===== src/rtl/bitstuff_encode.sv =====
// bitstuff_encode: USB-style bit stuffer between a packet serializer and an
// NRZI encoder. A 0 is inserted after every ONES_MAX consecutive 1s in a
// packet. Upstream is stalled with in_pause for the cycle in which the
// stuffed 0 is produced. Outputs are registered and follow an accepted bit
// by one clock.
module bitstuff_encode #(
    parameter int ONES_MAX = 6
) (
    input  logic       clock,
    input  logic       reset_n,
    input  logic       in_valid,
    input  logic       in_bit,
    input  logic       in_last,
    output logic       in_pause,
    output logic       out_valid,
    output logic       out_bit,
    output logic       out_last,
    output logic [7:0] stuff_cnt
);

    typedef enum logic [1:0] {
        IDLE  = 2'd0,
        SEND  = 2'd1,
        STUFF = 2'd2
    } state_t;

    // Run length that triggers a stuff, held in the 3-bit ones counter domain.
    localparam logic [2:0] ONES_LIMIT = 3'(ONES_MAX - 1);

    state_t     state;
    logic [2:0] ones_cnt;
    logic       pend_last;

    logic [2:0] ones_base;
    logic [2:0] ones_inc;
    logic       stuff_now;

    // Saturating increment for the per-packet stuff counter.
    function automatic logic [7:0] sat_inc8(input logic [7:0] value);
        logic [7:0] result;
        if (value == 8'd255) begin
            result = 8'd255;
        end else begin
            result = value + 8'd1;
        end
        return result;
    endfunction

    // Stall upstream only while the stuffed 0 is being generated.
    assign in_pause = (state == STUFF);

    // Evaluate the incoming bit against the current run; a new packet starts from 0.
    always_comb begin
        ones_base = 3'd0;
        ones_inc  = 3'd0;
        stuff_now = 1'b0;
        if (state == SEND) begin
            ones_base = ones_cnt;
        end else begin
            ones_base = 3'd0;
        end
        ones_inc  = ones_base + 3'd1;
        stuff_now = in_bit && (ones_base == ONES_LIMIT);
    end

    // Stuffing FSM with registered output stage and packet statistics.
    always_ff @(posedge clock or negedge reset_n) begin
        if (!reset_n) begin
            state     <= IDLE;
            ones_cnt  <= 3'd0;
            pend_last <= 1'b0;
            stuff_cnt <= 8'd0;
            out_valid <= 1'b0;
            out_bit   <= 1'b0;
            out_last  <= 1'b0;
        end else begin
            case (state)
                IDLE, SEND: begin
                    if (in_valid) begin
                        // Accept a packet bit; IDLE acceptance opens a new packet.
                        if (state == IDLE) begin
                            stuff_cnt <= 8'd0;
                        end else begin
                            stuff_cnt <= stuff_cnt;
                        end
                        out_valid <= 1'b1;
                        out_bit   <= in_bit;
                        if (stuff_now) begin
                            // End of a full run: the stuffed 0 follows and
                            // takes over the last marker if this bit had it.
                            state     <= STUFF;
                            ones_cnt  <= 3'd0;
                            pend_last <= in_last;
                            out_last  <= 1'b0;
                        end else begin
                            if (in_bit) begin
                                ones_cnt <= ones_inc;
                            end else begin
                                ones_cnt <= 3'd0;
                            end
                            pend_last <= 1'b0;
                            out_last  <= in_last;
                            if (in_last) begin
                                state <= IDLE;
                            end else begin
                                state <= SEND;
                            end
                        end
                    end else begin
                        // No input: IDLE stays quiet, SEND treats it as an abort.
                        state     <= IDLE;
                        ones_cnt  <= 3'd0;
                        pend_last <= 1'b0;
                        stuff_cnt <= stuff_cnt;
                        out_valid <= 1'b0;
                        out_bit   <= 1'b0;
                        out_last  <= 1'b0;
                    end
                end
                STUFF: begin
                    // Emit the stuffed 0 regardless of upstream activity.
                    out_valid <= 1'b1;
                    out_bit   <= 1'b0;
                    out_last  <= pend_last;
                    stuff_cnt <= sat_inc8(stuff_cnt);
                    ones_cnt  <= 3'd0;
                    pend_last <= 1'b0;
                    if (pend_last) begin
                        state <= IDLE;
                    end else if (in_valid) begin
                        state <= SEND;
                    end else begin
                        state <= IDLE;
                    end
                end
                default: begin
                    state     <= IDLE;
                    ones_cnt  <= 3'd0;
                    pend_last <= 1'b0;
                    stuff_cnt <= 8'd0;
                    out_valid <= 1'b0;
                    out_bit   <= 1'b0;
                    out_last  <= 1'b0;
                end
            endcase
        end
    end

endmodule

===== config.mk =====
export PLATFORM = sky130hd
export DESIGN_NAME = bitstuff_encode
export DESIGN_NICKNAME = d
export VERILOG_FILES = /design/src/rtl/bitstuff_encode.sv
export SDC_FILE = /design/constraint.sdc
export NUM_CORES = 1
export LEC_CHECK = 0
export CORE_ASPECT_RATIO = 1.1
export CORE_MARGIN = 4
export CORE_UTILIZATION = 51
export CTS_CLUSTER_SIZE = 12
export DETAILED_ROUTE_END_ITERATION = 7
export HOLD_SLACK_MARGIN = 0.08
export PLACE_DENSITY = 0.84
export SLEW_MARGIN = 10
export SYNTH_ARGS = -nofsm -noshare
export SYNTH_HDL_FRONTEND = slang
export SYNTH_SLANG_ARGS = --single-unit

===== constraint.sdc =====
create_clock -name clock -period 4.46 [get_ports clock]
set_input_delay 1.115 -clock clock [delete_from_list [all_inputs] [get_ports clock]]
set_output_delay 1.115 -clock clock [all_outputs]
set_load 0.05 [all_outputs]

======== Word level (Yosys, flattened, before mapping) ========
Cells that the tools add are included.
word-level totals
  ROM bits ................................ 0
  memories ................................ 0
  output and inout port bits .............. 12
  flip-flop bits (word level) ............. 17
  latch bits .............................. 0
  bits of input ports ..................... 5
  bits in writable memories ............... 0
  word-level logic and storage cells ...... 44
operators by class
  mux-type cells .......................... 25
  add/subtract/negate cells ............... 2
  equality and inequality tests ........... 6
  shift-type cells ........................ 0
  bitwise logic cells ..................... 0
  $lt $le $gt $ge ......................... 0
  reduce and logical (&&, ||, !) cells .... 4
  multipliers ............................. 0
  divide/modulo/power cells ............... 0
operator list
  kind                 count
  $mux 8               3
  $pmux 8 s2           1
  $mux 3               5
  $mux 1               11
  $add 8x1->8 const B  1
  $eq 8x8->1 const B   1
  $mux 2               2
  $ne 2x2->1 const B   2
  $pmux 1 s2           2
  $pmux 2 s2           1
  $add 3x1->3 const B  1
  $eq 3x3->1 const B   1
  $eq 2x1->1 const B   1
  $eq 2x2->1 const B   1
  $logic_not 2->1      1
  $reduce_and 2->1     1
  $reduce_or 2->1      1
  $logic_and 1x1->1    1

======== Depth between registers and ports, before layout ========
  depth after elaboration ................. 7
  mapped depth ............................ 6
  depth with buffers taken out ............ 6

======== Worst setup path before layout ========
Ideal clock, no wire load.
  path kind ............................... flip-flop to output port
  start point ............................. register state[0]
  end point ............................... output port in_pause
  slack ................................... 2.281 ns
  buffers on the path ..................... 1
  stages on the path, launching flop included .. 3
  arrival time ............................ 1.064 ns
  required time ........................... 3.345 ns
  cells stage by stage .................... dfrtp_1 -> nor2b_1 -> clkbuf_1
on the way
  longest elaborated chain between the ends .. 1
RTL lines
  what                    RTL line  RTL
  from (decl)             30        state_t state;
  from (signal assigned)  69        state <= IDLE;
  from (signal assigned)  91        state <= STUFF;
  from (signal assigned)  104       state <= IDLE;
  $eq 2x2->1              50        assign in_pause = (state == STUFF);
  to (decl)               14        output logic in_pause,
Every way passes these cells.

======== Final worst setup path ========
  start point ............................. register state[1]
  end point ............................... output port in_pause
The elaborated chain is that of the path after synthesis.

==> results list <==
- At the end of routability-driven placement, the weighted congestion stood at 0.7890.
* Finish-stage setup viols: 0
* Sequential area share after synthesis: 0.4816
- Post-synthesis net count: 96
- Together, buffers and inverters on the worst path number 1.
- Average vias per placed instance: 6.082
- Post-route ant nets: 0
- Level count of the clock H-tree: 1
- Reg2Reg Setup Slack: 2.59 ns
- Leakage power figure: 0.4661 nW
- The share of synthesized area in the top cell type comes to 0.4816.
- Of all flip-flops after synthesis, the portion carrying an async set or reset was 1.000.
- In this run the critical register-to-register path is launched from state[1]$_DFF_PN0_.
- Final routed wirelength across all metal layers: 1.718 mm
- # rows: 15
- The critical path goes through nor2b_1, clkdlybuf4s50_1.
- The min-delay analysis places its worst path in the category flop to flop.
- STA puts the critical path data required time at about 3.4 ns.
- The critical path starts at state[1]$_DFF_PN0_.
- PwrDens: between 200 and 250 nW/um^2
- Die Area: approximately 2500 um^2
* CORE AREA: 1595 um^2
- Number of buffers inserted by hold repair at cts: 0
- Top cells by area, synth: dfrtp_1 (48%), a21oi_1 (5.1%), ha_1 (4.2%), nand2_1 (3.4%), nor2_1 (3.0%)
* Headroom to the max-slew limit: 0.5001
- Deepest clock path buffer count: 2
* Final HPWL DP: 1.300 mm
- In this run, synthesis inferred 0 flip-flops with an integrated enable.
* Slowest CP cell: clkdlybuf4s50_1
- At the later pin of the worst-skew pair, clock insertion delay measures between 0.2 and 0.3 ns.
* Post_cts resized: 0
- Averaged over all synthesized cells, the footprint is roughly 10 um^2.
- # clock sinks: 17
- The via count of the first global-routing pass came to ~700.
- Maximum single-stage delay on the critical path: about 0.9 ns
* Status: completed
* Most used cells in the layout excluding fill and tap cells: dfrtp_1 (17), clkdlybuf4s50_1 (16), a21oi_1 (9), nand2_1 (8), nor2_1 (7)
- The routed layout has about 740 vias.
- Clock-pin slew was measured on the worst setup and hold paths at 0.09 ns.
- Post-route DRC violation count: 0
- Pin count of the biggest net entering global routing: 18
- Slew at the pin with the worst max-slew slack: 0.7476 ns
* Die span in x: approximately 48 um
- Clk_skew: 0.002392 ns
- Synthesis produced a netlist whose cell count is 88.
- After synthesis, the netlist uses 34 different library cells.
* Number of top-level pins: 17
* First-iteration detailed-routing DRC count: 24
* Worst Setup End Kind: output pin
- Capture point of the worst path: in_pause
- Tightest hold margin: 0.4938 ns
- TritonCTS built the clock tree.
* Detail-routed net length per standard cell: around 14 um
- Vert. Die Dim: approximately 52 um
- Clock period minus worst slack: 3.360 ns
- For this run the aggregate overflow at the end of global routing stands at 0.
- Critical register-to-register path endpoint: ones_cnt[2]$_DFF_PN0_
- Root Buffer: clkbuf_4
- Cell count of the worst reg-to-reg path: 5
- In the final layout, the share of cells above drive strength 1 is 0.1048.
- Cell area after technology mapping: 883.3 um^2
- The cell family contributing the most delay on the critical path is buffers and inverters.
- Category of the most critical setup path: flop to output pin
- Arrival time worst endpoint: 2.24 ns
* Most common flop cell mapped by yosys: dfrtp_1
- Largest driver fanout on the critical path: 14
- The Yosys step of the flow raised 0 warnings.
- For this configuration, the core starts out at a cell density of 0.5537.
* Largest area contributor in the netlist: dfrtp_1
* Layout Nets: 114
- Number of buffer cells added on primary ports: 16
* Worst vdd ir: around 0.00017 V
- The critical path runs through a total of 2 cells.
- Total Neg Setup Slack: 0 ns
* Layout Area Growth over Synthesis: 21.67%
* Number of register bits inferred by synthesis: 17
- Total routing usage reported by global routing: 0.1699
- Number of slew-limit violations in the final report: 0
- TritonCTS created 3 clock buffers.
- The final hold violation count is 0.
- Leading cell type in the layout, fill and taps excluded: dfrtp_1
- The tool flagged a number of max-cap violations equal to 0.
- Diodes inserted: 0
- The number of antenna violations at the first check in global routing came to 0.
- Maximum clock frequency: slightly below 300 MHz
- For this run, the detailed router's first-pass iteration total came to 4.
* Setup repair after global routing missed its margin: false
- The first global-routing pass estimated roughly 3.0 mm of wire.
* Final period utilization: 0.7534
- Buffers added to address setup during post-CTS repair amount to 0.
- Type of element launching the critical path: flop
==> power breakdown <==
part            total, W  switching [W]  internal [W]  leakage (nW)
sequential      0.000157     0.00000104      0.000156         0.231
clock          0.0000816      0.0000468     0.0000348        0.0150
combinational  0.0000229      0.0000142    0.00000863         0.220
total           0.000262      0.0000621      0.000200         0.466
==> cells in the mapped netlist, drive strengths merged (2+ instances only) <==
cell and n:
buf 2, nand4 4, and2 3, nand2 8, ha 3, nor2b 4, a21oi 9, dfrtp 17
inv 3, and3 2, and2b 2, a311oi 2, nand2b 3, nor4 3, a32o 2, o21ai 2
nor2 8
==> cell families after synthesis <==
family,share of synthesized area
AND/OR/NAND/NOR,0.2691
AO/OA/AOI/OAI,0.1757
flip-flops,0.4816
buffers and inverters,0.03115
adder cells (fa/ha/maj),0.04250
==> metrics by stage <==
step | total power, W | instance area, um^2 | setup WS (ns) | instances | util
after floorplan | 0.0001719 | 883.3 | 2.281 | 88 | -
after global placement | 0.0001831 | 1049 | 1.464 | 118 | 0.6573
after detailed placement | 0.0001837 | 1049 | 1.430 | 118 | 0.6573
after CTS | 0.0002657 | 1075 | 1.100 | 122 | 0.6737
after global routing | 0.0002738 | 1075 | 0.9566 | 122 | 0.6737
final | 0.0002619 | 1075 | 1.100 | 122 | 0.6737
==> per-layer routing <==
metal | share of wire | vias to the layer above | wire (um) | track usage
li1 | - | 358 | - | -
met1 | 0.42 | 360 | 726 | 0.2230
met2 | 0.51 | 20 | 872 | 0.2665
met3 | 0.049 | 4 | 85 | 0.02076
met4 | 0.019 | 0 | 33 | 0.08520
met5 | 0 | - | 0 | 0
==> area by class of cell <==
cell class | count | area, um^2
clock buffers | 4 | 26.28
well taps | 17 | 21.27
multi-input cells | 65 | 430.4
repair buffers | 16 | 160.2
flip-flops and latches | 17 | 425.4
inverters | 3 | 11.26
fillers | 132 | 520.5
==> sequential cells by signal, summed over array words and instances, names as in the netlist <==
signal / cells
state: 2
out_valid: 1
ones_cnt: 3
pend_last: 1
out_last: 1
stuff_cnt: 8
out_bit: 1
==> how the worst min path moves through the flow <==
| stage | startpoint | to | slack (ns) | depth (start not counted) |
|---|---|---|---|---|
| after floorplan | ones_cnt[2]$_DFF_PN0_ | ones_cnt[1]$_DFF_PN0_ | 0.45 | 1 |
| after global placement | ones_cnt[2]$_DFF_PN0_ | ones_cnt[1]$_DFF_PN0_ | 0.47 | 1 |
| after detailed placement | ones_cnt[2]$_DFF_PN0_ | ones_cnt[1]$_DFF_PN0_ | 0.48 | 1 |
| after CTS | ones_cnt[2]$_DFF_PN0_ | ones_cnt[1]$_DFF_PN0_ | 0.50 | 1 |
| after global routing | ones_cnt[2]$_DFF_PN0_ | ones_cnt[1]$_DFF_PN0_ | 0.53 | 1 |
| final | ones_cnt[2]$_DFF_PN0_ | ones_cnt[1]$_DFF_PN0_ | 0.49 | 1 |
No activity file was read; power rests on OpenSTA's default activity.
